File: src/rtl/multicycle_control_unit.sv
// multicycle_control_unit: Moore FSM sequencing RV32I instructions over a shared ALU and memory port.
module multicycle_control_unit #(
    parameter bit USE_MEM_READY = 1'b1,
    parameter bit EN_BNE        = 1'b1,
    parameter bit EN_UTYPE      = 1'b1
) (
    input  logic       clk,
    input  logic       rst_n,
    input  logic [6:0] op,
    input  logic [2:0] funct3,
    input  logic       funct7b5,
    input  logic       Zero,
    input  logic       MemReady,
    output logic       PCWrite,
    output logic       AdrSrc,
    output logic       MemWrite,
    output logic       IRWrite,
    output logic [1:0] ResultSrc,
    output logic [1:0] ALUSrcA,
    output logic [1:0] ALUSrcB,
    output logic       RegWrite,
    output logic [2:0] ImmSrc,
    output logic [2:0] ALUControl,
    output logic       IllegalInstr,
    output logic [3:0] State
);
    typedef enum logic [3:0] {
        FETCH = 4'd0, DECODE = 4'd1, MEMADR = 4'd2, MEMREAD = 4'd3,
        MEMWB = 4'd4, MEMWRITE = 4'd5, EXECUTER = 4'd6, EXECUTEI = 4'd7,
        ALUWB = 4'd8, BRANCH = 4'd9, JAL = 4'd10, JALR = 4'd11,
        LUI = 4'd12, AUIPC = 4'd13
    } state_t;

    state_t     state, state_next;
    logic       ready, pc_update, branch, taken;
    logic       ir_write, mem_write, reg_write, illegal;
    logic [1:0] alu_op;

    assign ready = USE_MEM_READY ? MemReady : 1'b1;

    always_ff @(posedge clk) begin
        if (!rst_n)
            state <= FETCH;
        else
            state <= state_next;
    end

    always_comb begin
        state_next = FETCH;
        pc_update  = 1'b0;
        branch     = 1'b0;
        ir_write   = 1'b0;
        mem_write  = 1'b0;
        reg_write  = 1'b0;
        illegal    = 1'b0;
        AdrSrc     = 1'b0;
        ResultSrc  = 2'b00;
        ALUSrcA    = 2'b00;
        ALUSrcB    = 2'b00;
        alu_op     = 2'b00;
        case (state)
            FETCH: begin
                ALUSrcB    = 2'b10;
                ResultSrc  = 2'b10;
                ir_write   = ready;
                pc_update  = ready;
                state_next = ready ? DECODE : FETCH;
            end
            DECODE: begin
                ALUSrcA = 2'b01;
                ALUSrcB = 2'b01;
                case (op)
                    7'b0000011, 7'b0100011: state_next = MEMADR;
                    7'b0110011:             state_next = EXECUTER;
                    7'b0010011:             state_next = EXECUTEI;
                    7'b1100011:             state_next = BRANCH;
                    7'b1101111:             state_next = JAL;
                    7'b1100111:             state_next = JALR;
                    7'b0110111: begin
                        state_next = EN_UTYPE ? LUI : FETCH;
                        illegal    = !EN_UTYPE;
                    end
                    7'b0010111: begin
                        state_next = EN_UTYPE ? AUIPC : FETCH;
                        illegal    = !EN_UTYPE;
                    end
                    default:                illegal = 1'b1;
                endcase
            end
            MEMADR: begin
                ALUSrcA    = 2'b10;
                ALUSrcB    = 2'b01;
                state_next = op[5] ? MEMWRITE : MEMREAD;
            end
            MEMREAD: begin
                AdrSrc     = 1'b1;
                state_next = ready ? MEMWB : MEMREAD;
            end
            MEMWB: begin
                ResultSrc = 2'b01;
                reg_write = 1'b1;
            end
            MEMWRITE: begin
                AdrSrc     = 1'b1;
                mem_write  = 1'b1;
                state_next = ready ? FETCH : MEMWRITE;
            end
            EXECUTER: begin
                ALUSrcA    = 2'b10;
                alu_op     = 2'b10;
                state_next = ALUWB;
            end
            EXECUTEI: begin
                ALUSrcA    = 2'b10;
                ALUSrcB    = 2'b01;
                alu_op     = 2'b10;
                state_next = ALUWB;
            end
            ALUWB: reg_write = 1'b1;
            BRANCH: begin
                ALUSrcA = 2'b10;
                alu_op  = 2'b01;
                branch  = 1'b1;
            end
            // JAL also serves JALR: PC gets the target, ALUOut gets OldPC+4 for the link.
            JAL: begin
                ALUSrcA    = 2'b01;
                ALUSrcB    = 2'b10;
                pc_update  = 1'b1;
                state_next = ALUWB;
            end
            JALR: begin
                ALUSrcA    = 2'b10;
                ALUSrcB    = 2'b01;
                state_next = JAL;
            end
            LUI: begin
                ALUSrcA    = 2'b11;
                ALUSrcB    = 2'b01;
                state_next = ALUWB;
            end
            AUIPC: begin
                ALUSrcA    = 2'b01;
                ALUSrcB    = 2'b01;
                state_next = ALUWB;
            end
            default: state_next = FETCH;
        endcase
    end

    assign taken = (funct3 == 3'b000) ? Zero :
                   (funct3 == 3'b001 && EN_BNE) ? !Zero : 1'b0;

    // Write enables are gated by reset so nothing commits while rst_n is low.
    assign PCWrite      = rst_n & (pc_update | (branch & taken));
    assign IRWrite      = rst_n & ir_write;
    assign MemWrite     = rst_n & mem_write;
    assign RegWrite     = rst_n & reg_write;
    assign IllegalInstr = rst_n & illegal;
    assign State        = state;

    assign ImmSrc = (op == 7'b0100011) ? 3'b001 :
                    (op == 7'b1100011) ? 3'b010 :
                    (op == 7'b1101111) ? 3'b011 :
                    (op == 7'b0110111 || op == 7'b0010111) ? 3'b100 : 3'b000;

    assign ALUControl = (alu_op == 2'b01) ? 3'b001 :
                        (alu_op != 2'b10) ? 3'b000 :
                        (funct3 == 3'b000) ? ((op[5] & funct7b5) ? 3'b001 : 3'b000) :
                        (funct3 == 3'b010) ? 3'b101 :
                        (funct3 == 3'b100) ? 3'b100 :
                        (funct3 == 3'b110) ? 3'b011 :
                        (funct3 == 3'b111) ? 3'b010 : 3'b000;
endmodule

File: config.mk
export PLATFORM = sky130hd
export DESIGN_NAME = multicycle_control_unit
export DESIGN_NICKNAME = d
export VERILOG_FILES = /design/src/rtl/multicycle_control_unit.sv
export SDC_FILE = /design/constraint.sdc
export NUM_CORES = 1
export LEC_CHECK = 0
export CORE_MARGIN = 5
export CORE_UTILIZATION = 39
export CTS_CLUSTER_DIAMETER = 30
export DETAILED_ROUTE_END_ITERATION = 10
export PLACE_DENSITY_LB_ADDON = 0.12
export SLEW_MARGIN = 15
export SYNTH_ARGS = -nofsm -noshare
export SYNTH_HDL_FRONTEND = slang
export SYNTH_SLANG_ARGS = --single-unit
export TNS_END_PERCENT = 1
File: constraint.sdc
create_clock -name clk -period 1.2 [get_ports clk]
set_input_delay 0.12 -clock clk [delete_from_list [all_inputs] [get_ports clk]]
set_output_delay 0.12 -clock clk [all_outputs]
set_load 0.02 [all_outputs]
Word level (Yosys, flattened, before mapping)

Cells that the tools add are included.

Equality and inequality tests: 29
Reductions and logical operators: 14
Bitwise logic cells: 8
Mux-type cells: 32

Operator list:

| operator           | number |
|---|---|
| $mux 3             | 12 |
| $pmux 4 s8         | 1 |
| $pmux 4 s7         | 1 |
| $eq 4x4->1 const B | 6 |
| $eq 7x6->1 const B | 3 |
| $eq 7x7->1 const B | 3 |
| $eq 4x3->1 const B | 4 |
| $eq 7x5->1 const B | 2 |
| $pmux 2 s2         | 3 |
| $mux 1             | 11 |
| $reduce_or 2->1    | 5 |
| $reduce_or 5->1    | 2 |
| $eq 3x3->1 const B | 3 |
| $reduce_or 9->1    | 1 |
| $eq 4x2->1 const B | 2 |
| $and 1x1->1        | 7 |
| $eq 7x2->1 const B | 1 |
| $pmux 2 s3         | 1 |
| $reduce_or 6->1    | 1 |
| $eq 4x1->1 const B | 1 |
| $logic_not 4->1    | 1 |
| $mux 2             | 2 |
| $eq 3x1->1 const B | 1 |
| $eq 3x2->1 const B | 1 |
| other kinds (8)    | 8 |

Bits of input ports: 15
Output and inout port bits: 22
Register bits after elaboration: 4

Depth between registers and ports, before layout

Gate-level depths: netlist (run 1).

Word-level depth: 8
Depth in mapped cells: 5
Mapped depth without buffers: 4

Worst setup path before layout (run 1)

Ideal clock, no wire load.

Path type: flip-flop to output port
From: reg state[3] (netlist: State[3])
To: out ResultSrc[1]
Required time: 1080 ps
Arrival: 1442 ps
Slack: -362 ps
Path buffers: 2
Stages on the path, launching flop included: 4
Cell sequence: dfxtp_1 > buf_2 > buf_2 > nor4_1

Word-level cells in the longest chain between the ends: 2

Ends and longest elaborated chain:

| item                                          | line | text |
|---|---|---|
| start, declared                               | 34   | `state_t state, state_next;` |
| start signal, assigned                        | 45   | `state <= state_next;` |
| $eq 4x3->1 or $logic_not 4->1 (tied branches) | 61   | `case (state)` |
| $pmux 2 s2 *                                  | 61   |  |
| end, declared                                 | 18   | `output logic [1:0] ResultSrc,` |

Mark *: on every way between the ends. The rest lies on a longest branch, timed or not.

Worst setup path after layout (run 1)

From: reg state[0] (netlist: State[0])
To: out ALUSrcB[0]

Word-level cells in the longest chain between the ends: 3

Ends and longest elaborated chain:

| item                                                         | line | text |
|---|---|---|
| $eq 4x1->1 (tied with other cells)                           | 61   |  |
| $reduce_or 6->1 (no line) or $reduce_or 2->1 (tied branches) | --   |  |
| $pmux 2 s2 *                                                 | 61   |  |
| end, declared                                                | 20   | `output logic [1:0] ALUSrcB,` |

Marks and branches as above.

==> results.json, run 1 <==
{
  "totalWireLength_mm": 4.85,
  "fin_crit_sh_pct": 135,
  "die_h_um": 52.3,
  "vias": 1263,
  "grt_start_max_net_pins": 12,
  "yosys_warnings": 0,
  "core-area_um2": 1710,
  "async_flop_share_pct": 0,
  "multi_input_area_um2": 793,
  "antenna_found_initial": 0,
  "cap_viol_max_count": 0,
  "cts_tree": "done",
  "p_clk_share_pct": 27.3,
  "status": "finished with violations",
  "rsz0062_at_grt": "yes",
  "cts_max_path_buffers": 2,
  "path_clk_slew_ns": 0.05,
  "tightestPinTransition_ns": 0.384,
  "crit_path_end_kind": "output port",
  "postLayoutCoreUtil_pct": 95.8,
  "period_needed_ns": 1.62,
  "avgSynthCellArea_um2": 6.90,
  "regArea_um2": 95.1,
  "hp-class": "input port to register",
  "initialDrtViolationCount": 73,
  "cts_sinks": 4,
  "pwr-share-comb_pct": 54.6,
  "ys_seq_area_share_pct": 11.5,
  "drtAntennaViolNets": 0,
  "hold_violations": 0,
  "place_congestion": 0.852,
  "die_area_um2": 2730,
  "synthCells": 101,
  "row_count": 15,
  "leakagePower_nw": 0.727,
  "violations": "negative setup slack",
  "power.internal_mw": 0.445,
  "skew_ns": 0.00900,
  "pin_count": 37,
  "power_density_nw_per_um2": 453,
  "dr.pass1.iters": 4,
  "die_x_um": 52.3,
  "yosys.cell_types.count": 39,
  "critical_path_class": "register to output port",
  "power.net_switching_mw": 0.297,
  "synth_edf_count": 0,
  "finalSetupViolCount": 20,
  "n_fill_cell": 41,
  "cts_hold_buf": 0,
  "largest_register_ffs": 4,
  "hold_slack_ns": 0.221,
  "max_freq_ghz": 0.618,
  "cts_htree_levels": 1,
  "overflow": 0,
  "drcViolationCount": 0,
  "ys_ff_latch": 4,
  "nNetsFinal": 190,
  "drv_slew": 0,
  "area_delta_synth_final_pct": 135,
  "pwr-share-seq_pct": 18.1,
  "dpl.hpwl_mm": 2.39,
  "wl_per_cell_um": 24.4,
  "netSwitchingFraction_pct": 40.0,
  "fin_ws_ns": -0.419,
  "grt_pass1_vias": 1241,
  "ir_drop_mv": 1.01,
  "diodes": 0,
  "via_per_inst": 6.35,
  "crit_path_max_fanout": 3,
  "syn_nets": 116,
  "grt_pass1_wl_mm": 6.13,
  "relSlewSlack_pct": 74.3,
  "start_kind": "register",
  "synth_ff_type": "dfxtp_1",
  "arrival_ns": 1.50,
  "drive_gt1_share_pct": 66.7,
  "synth.top_cell.area_share_pct": 11.5,
  "synthTopCellsByArea": "dfxtp_1 (11%), a21oi_1 (5.7%), nor3_1 (5.7%)",
  "cts-root-buf": "clkbuf_4",
  "start_util_pct": 40.8,
  "critPathRequiredTime_ns": 1.08,
  "mappedNetlistArea_um2": 697,
  "gr-usage-all-layers_pct": 30.3,
  "yosysTopAreaCell": "dfxtp_1",
  "port_buffers": 36,
  "insertion_delay_ns": 0.25,
  "numCtsBuffers": 3
}
cell usage after synthesis (all sizes together), types with 4 or more instances:
cell type	instances
nor2	10
nand2	9
o21ai	7
nand3b	4
nor3	9
inv	6
buf	7
nor2b	4
dfxtp	4
a21oi	8
cells by family after synthesis:
group	Yosys count	synth area share, %
simple gates	49	40.2
flops	4	11.5
compound gates	28	28.7
buf+inv	13	10.2
mux	2	3.05
xor+xnor	5	6.28
worst max-delay path: stages, from the launching register on:
cell and delay (ns):
dfxtp_4 0.36, buf_6 0.12, and2b_1 0.24, nor3_2 0.06, a211o_1 0.27, o21ai_2 0.08
buf_6 0.13
repair_timing:
item / CTS / global route
buffers inserted: 3 / 0
endpoints found under the hold margin: 0 / 0
setup endpoints to repair: 26 / 26
pin swaps: 13 / 6
gates resized for setup: 150 / 24
cells in the final DEF (no fill, tap or decap), drive strengths merged, types with 2 or more instances in the layout:
master,Yosys,final
inv,6,6
a21oi,8,8
nand3b,4,4
buf,7,62
nor2b,4,4
clkdlybuf4s50,0,7
dfxtp,4,4
dlymetal6s2s,0,2
nor2,10,10
clkbuf,0,7
o21bai,2,2
nand2,9,9
nor3,9,9
a2111oi,2,2
nor4,2,2
xnor2,2,2
xor2,3,3
a31oi,3,3
nand3,3,3
nand2b,2,2
o21ai,7,7
a211o,2,2
power by group through the flow:
stage	Clock [mW]	Sequential (mW)	Combinational (mW)
final	0.203	0.134	0.405
after global routing	0.217	0.134	0.417
after global placement	0	0.140	0.319
after detailed placement	0	0.141	0.331
after floorplan	0	0.145	0.144
after CTS	0.176	0.133	0.366
area by class of cell:
| type | count | share of cell area [%] |
|---|---|---|
| sequential | 4 | 5.81 |
| tap | 25 | 1.91 |
| clock buffer | 4 | 1.61 |
| timing repair buffer | 76 | 40.8 |
| inverter | 6 | 1.38 |
| multi-input combinational | 84 | 48.5 |
per-stage QoR:
stage	power, mW	setup slack [ns]	std cells	area [um2]	setup TNS [ns]
6_report	0.742	-0.419	199	1640	-4.18
5_1_grt	0.768	-0.450	199	1640	-4.85
4_1_cts	0.675	-0.320	199	1610	-3.07
3_5_place_dp	0.472	-0.846	192	1440	-11.97
3_3_place_gp	0.459	-0.812	192	1440	-11.18
2_1_floorplan	0.289	-0.0347	101	836	-0.123
final timing paths:
path | start | endpoint | slack, ns | depth (start not counted)
setup / recovery | State[0] | ALUSrcB[0] | -0.42 | 6
hold / removal | op[0] | State[1] | 0.22 | 3
setup reg to reg | State[2] | State[1] | -0.16 | 6
hold reg to reg | State[3] | State[2] | 0.71 | 3
layer usage:
layer | wire length (um) | track usage (%) | vias up | part of all wire (%)
met5 | 0 | 0 | - | 0
met4 | 446 | 14.9 | 0 | 9.2
met3 | 437 | 5.41 | 58 | 9.0
met2 | 2340 | 58.8 | 118 | 48
met1 | 1620 | 30.4 | 577 | 33
li1 | - | - | 510 | -
Note: power is estimated with default switching activity, not from simulation.
==> run 2: changes to the inputs <==
Settings changed: HOLD_SLACK_MARGIN from default to 0.15.
Clock period 1.2 ns to 1.7 ns, I/O delays scaled along.
==> results.json, run 2 (synthesized netlist as in run 1, its figures left out) <==
{
  "leakagePower_nw": 0.635,
  "vias": 984,
  "cts-root-buf": "clkbuf_4",
  "final_cell_mix": "buf_4 (38), clkdlybuf4s50_1 (15), nand2_1 (8), nor3_1 (8), nor2_1 (8)",
  "drcViolationCount": 0,
  "grt_pass1_vias": 937,
  "drtAntennaViolNets": 0,
  "skew_ns": 0.00112,
  "drv_slew": 0,
  "diodes": 0,
  "critPathSlowestCell": "dfxtp_1",
  "cts_hold_buf": 0,
  "path_cells": "buf_4 > nor2_1 > and2_2 > o21bai_1 > dlygate4sd2_1",
  "rsz0062_at_grt": "yes",
  "crit_path_end_kind": "output port",
  "numCtsBuffers": 3,
  "path_clk_slew_ns": 0.03,
  "cts_sinks": 4,
  "start_util_pct": 40.8,
  "nNetsFinal": 185,
  "fin_ws_ns": 0.000833,
  "cp_top_family": "buffers and inverters",
  "relSlewSlack_pct": 79.4,
  "power.internal_mw": 0.289,
  "dr.pass1.iters": 4,
  "die_area_um2": 2730,
  "largest_register_ffs": 4,
  "hold_violations": 0,
  "wl_per_cell_um": 12.6,
  "final_common_cell": "buf_4",
  "pwr-share-seq_pct": 23.4,
  "cap_viol_max_count": 0,
  "core-area_um2": 1710,
  "antenna_found_initial": 0,
  "critical_path_class": "register to output port",
  "critPathRequiredTime_ns": 1.53,
  "cts_max_path_buffers": 2,
  "place_inst": 190,
  "n_fill_cell": 138,
  "pin_count": 37,
  "insertion_delay_ns": 0.22,
  "crit_path_max_fanout": 15,
  "start_kind": "register",
  "arrival_ns": 1.53,
  "port_buffers": 36,
  "hp-class": "input port to register",
  "area_delta_synth_final_pct": 86.7,
  "pwr-share-comb_pct": 51.1,
  "grt_start_max_net_pins": 16,
  "status": "complete, no violations",
  "row_count": 15,
  "cts_tree": "done",
  "overflow": 0,
  "initialDrtViolationCount": 9,
  "period_needed_ns": 1.70,
  "die_x_um": 52.3,
  "cts_htree_levels": 1,
  "grt_pass1_wl_mm": 3.84,
  "max_stage_delay_ns": 0.33,
  "dp_slack_ns": -0.458,
  "ir_drop_mv": 0.332,
  "r2r_slack_ns": 0.42,
  "tightestPinTransition_ns": 0.308,
  "place_congestion": 0.885,
  "fin_cells": 193,
  "dpl.hpwl_mm": 2.04,
  "fin_crit_sh_pct": 100,
  "die_h_um": 52.3,
  "finalSetupViolCount": 0,
  "power.net_switching_mw": 0.129,
  "p_clk_share_pct": 25.6,
  "max_freq_ghz": 0.589,
  "drive_gt1_share_pct": 39.9,
  "power_density_nw_per_um2": 322,
  "crit_buf_inv": 2,
  "via_per_inst": 5.10,
  "totalWireLength_mm": 2.44,
  "netSwitchingFraction_pct": 30.9,
  "gr-usage-all-layers_pct": 17.9
}
==> run 2: changes by cell type in the layout (fill, tap and decap cells not counted), moves of 3 or more <==
| cell | delta |
|---|---|
| dlygate4sd2_1 | +4 |
| dfxtp_4 | -4 |
| clkdlybuf4s50_1 | +8 |
| nor2_4 | -3 |
| dfxtp_1 | +3 |
| nor3_1 | +6 |
| nand2_1 | +4 |
| nor2b_2 | +3 |
| buf_4 | -4 |
| nor2b_4 | -3 |
| nor3_2 | -5 |
| nand2_4 | -3 |
| buf_6 | -15 |
==> run 2: area by class of cell <==
cell class	instances	area [um2]	area share (%)
timing repair buffer	71	572	43.9
multi-input combinational	84	572	43.9
clock buffer	3	22.5	1.73
sequential	4	81.3	6.25
tap	25	31.3	2.40
inverter	6	22.5	1.73
==> run 2: through the flow <==
step	hold WS [ns]	instance area [um2]	setup TNS, ns	total power [mW]	util [%]
after global placement	0.736	1300	-2.19	0.313	76.3
after detailed placement	0.742	1300	-2.44	0.317	76.3
final	0.474	1300	0	0.419	76.2
after CTS	0.576	1300	-0.000277	0.419	76.3
after global routing	0.517	1300	-0.0819	0.450	76.2
after floorplan	0.323	697	0	0.188	-
==> run 2: final timing paths <==
path,from,endpoint,cells past startpoint
setup / recovery,State[2],ALUSrcA[0],5
hold / removal,op[3],State[0],5
setup reg to reg,State[2],State[0],6
hold reg to reg,State[3],State[1],4
==> run 2: power by group through the flow <==
stage,clock (mW),sequential (mW),combinational [mW]
2_1_floorplan,0,0.102,0.0855
3_3_place_gp,0,0.0991,0.213
3_5_place_dp,0,0.0992,0.218
4_1_cts,0.112,0.0979,0.210
5_1_grt,0.121,0.0982,0.231
6_report,0.107,0.0979,0.214
==> run 2: repair_timing <==
action | in CTS | in global routing
setup buffers | 0 | 0
endpoints found under the setup margin | 18 | 13
pin swaps | 0 | 1
gates resized for setup | 46 | 20
cloned | 0 | 0
==> run 2: layer usage <==
layer / GRT usage (%) / routed length (um) / up-vias
met2: 35.8 / 1260 / 28
li1: - / - / 501
met3: 1.71 / 140 / 2
met4: 3.83 / 14 / 0
met1: 20.0 / 1020 / 453
met5: 0 / 0 / -
==> run 2: worst min-delay path, stage by stage <==
cell,delay (ns)
dlymetal6s2s_1,0.11
buf_4,0.16
nor2_1,0.07
nand3_1,0.08
a21oi_1,0.06
==> RTL change, RTL diff (flow settings as in run 1) <==
`EN_BNE`: 1'b1 -> 1'b0.
--- a/src/rtl/multicycle_control_unit.sv
+++ b/src/rtl/multicycle_control_unit.sv
@@ -1,7 +1,7 @@
 // multicycle_control_unit: Moore FSM sequencing RV32I instructions over a shared ALU and memory port.
 module multicycle_control_unit #(
     parameter bit USE_MEM_READY = 1'b1,
-    parameter bit EN_BNE        = 1'b1,
+    parameter bit EN_BNE        = 1'b0,
     parameter bit EN_UTYPE      = 1'b1
 ) (
     input  logic       clk,
Formal check against the unedited RTL: not equivalent (Yosys sat finds a counterexample within 4 cycles, from zero or initial values and one cycle with rst_n low).
==> RTL change against run 1 <==
The run still ends with negative setup slack left; total power is 5.3% lower; design area hardly changed; sequential cell count stayed put; synthesized area is 6.6% higher; core utilization is 3.1 points lower; setup slack worse by 0.00087 ns; routed wire length is 5.5% lower.
==> RTL change: results (changes against run 1) <==
[outcome]
status = finished, violations left
violations = negative setup slack

[sta]
finClkSkew_ns = 0.0109  ; +0.00188 ns
maxSlewHeadroom_pct = 75.1  ; +0.81 points
worst_slack_ns = -0.420  ; -0.000870 ns
setup_viol = 22  ; +10%

[final_layout]
utilization_pct = 92.7  ; -3.1 points
nFillCells = 72  ; +76%
antenna_cells = 0  ; unchanged
drive_gt1_share_pct = 60.7  ; -6.0 points

[synth]
synth_cell_types = 41  ; +5.1%
synthTopCellsByCount = nor2_1 (10), nor3_1 (9), nand2_1 (7), o21ai_0 (7)
postSynthCellCount = 107  ; +5.9%
ys_seq_area_share_pct = 10.8  ; -0.72 points
synth-main-ff-cell = dfxtp_1
syn-num-nets = 122  ; +5.2%
yosys-top-cells-area = dfxtp_1 (11%), nor3_1 (6.1%), nor2_1 (5.1%)

[clock_network]
clk_latency_ns = 0.25  ; about the same
cts_max_path_buffers = 2  ; unchanged
cts_made_buffers = 3  ; unchanged
clk_pin_slew_ns = 0.04

[global_route]
grt_use_total_pct = 30.4  ; +0.077 points
grt_start_max_net_pins = 10  ; -2
grt_pass1_wl_microns = 6190  ; +1.0%

[drt]
drt_iter0_markers = 57  ; -22%
post_drt_wl_per_cell_microns = 22.0  ; -9.6%
met1_length_microns = 1500  ; -7.6%
num_vias = 1306  ; +3.4%
avgViaCountPerCell = 6.28  ; -1.1%
met3_length_microns = 425  ; -2.7%
dr.pass1.iters = 5  ; +1
met2_length_microns = 2260  ; -3.5%

[placement]
gp_congestion = 0.908  ; +6.6%
place_area_sq_um = 1420  ; -1.8%
pre_cts_ws_ns = -0.865  ; -0.0188 ns
dp_hpwl_microns = 2420  ; +1.3%
place_inst = 197  ; +2.6%

[worst_setup_path]
critPathMaxStageDelay_ns = 0.33  ; -0.03 ns
crit-reg2reg-launch = State[1]
worstSetupStartpointType = primary input
rr_worst_depth = 6  ; unchanged
slowest_stage = dlygate4sd2_1
rrSetupSlack_ns = -0.31  ; -0.15 ns
path_max_fanout = 5  ; +2
regToRegEndpoint = State[2]
cp_top_family = buffers and inverters

[power_and_ir_drop]
ir_drop_uv = 465  ; -54%
leakage_nw = 0.696  ; -4.3%

[hold_path]
min_to = State[1]
hold_depth = 4  ; +1
min-delay-start = op[6]

==> RTL change: repair_timing <==
action / 4_1_cts / 5_1_grt
setup buffers: 7 / 1
pin swaps: 10 / 2
endpoints found under the setup margin: 26 / 25
gates resized for setup: 150 / 24
==> RTL change: worst max-delay path by stage <==
| stage | depth (start not counted) | slack [ns] | end | from |
|---|---|---|---|---|
| after floorplan | 4 | -0.20 | ALUControl[0] | State[3] |
| after global placement | 6 | -0.81 | IllegalInstr | op[4] |
| after detailed placement | 5 | -0.86 | ImmSrc[0] | op[3] |
| after CTS | 6 | -0.32 | State[2] | State[1] |
| after global routing | 6 | -0.51 | IllegalInstr | op[3] |
| final | 6 | -0.42 | IllegalInstr | op[3] |
==> RTL change: area by class of cell <==
class / instances / share of cell area, %
Multi-Input combinational cell: 92 / 47.3
Tap cell: 25 / 1.91
Timing Repair Buffer: 81 / 43.1
Clock buffer: 3 / 1.38
Inverter: 3 / 0.689
Sequential cell: 4 / 5.66
==> RTL change: worst register-to-register path, delay by kind of cell, from the launching register on <==
kind | cells | cell delay [ns]
flip-flops | 1 | 0.38
buffers and inverters | 2 | 0.26
AND/OR/NAND/NOR | 3 | 0.69
AO/OA/AOI/OAI | 1 | 0.11
==> RTL change: per-layer routing <==
| layer | global-route usage, % | vias to the layer above |
|---|---|---|
| met4 | 19.6 | 0 |
| li1 | - | 542 |
| met2 | 53.9 | 110 |
| met1 | 31.7 | 611 |
| met5 | 0 | - |
| met3 | 7.48 | 43 |
==> RTL change: power breakdown <==
group	switching (W)	leakage, nW	internal, W
clock	0.0000760	0.0138	0.000113
combinational	0.000192	0.647	0.000186
sequential	0.00000478	0.0352	0.000130
==> RTL change: cells by family (layout without fill, tap and decap cells) <==
group	Yosys count	count (layout)	synth area share (%)
AND/OR/NAND/NOR	60	60	49.3
AO/OA/AOI/OAI	26	26	22.2
buffers and inverters	11	87	10.1
XOR/XNOR	4	4	4.71
flip-flops	4	4	10.8
multiplexers	2	2	2.86
==> RTL change: per-stage QoR <==
step | hold WS [ns] | setup TNS (ns)
2_1_floorplan | 0.275 | -1.95
3_3_place_gp | 0.684 | -10.74
3_5_place_dp | 0.696 | -11.66
4_1_cts | 0.276 | -4.24
5_1_grt | 0.410 | -6.83
6_report | 0.413 | -5.62
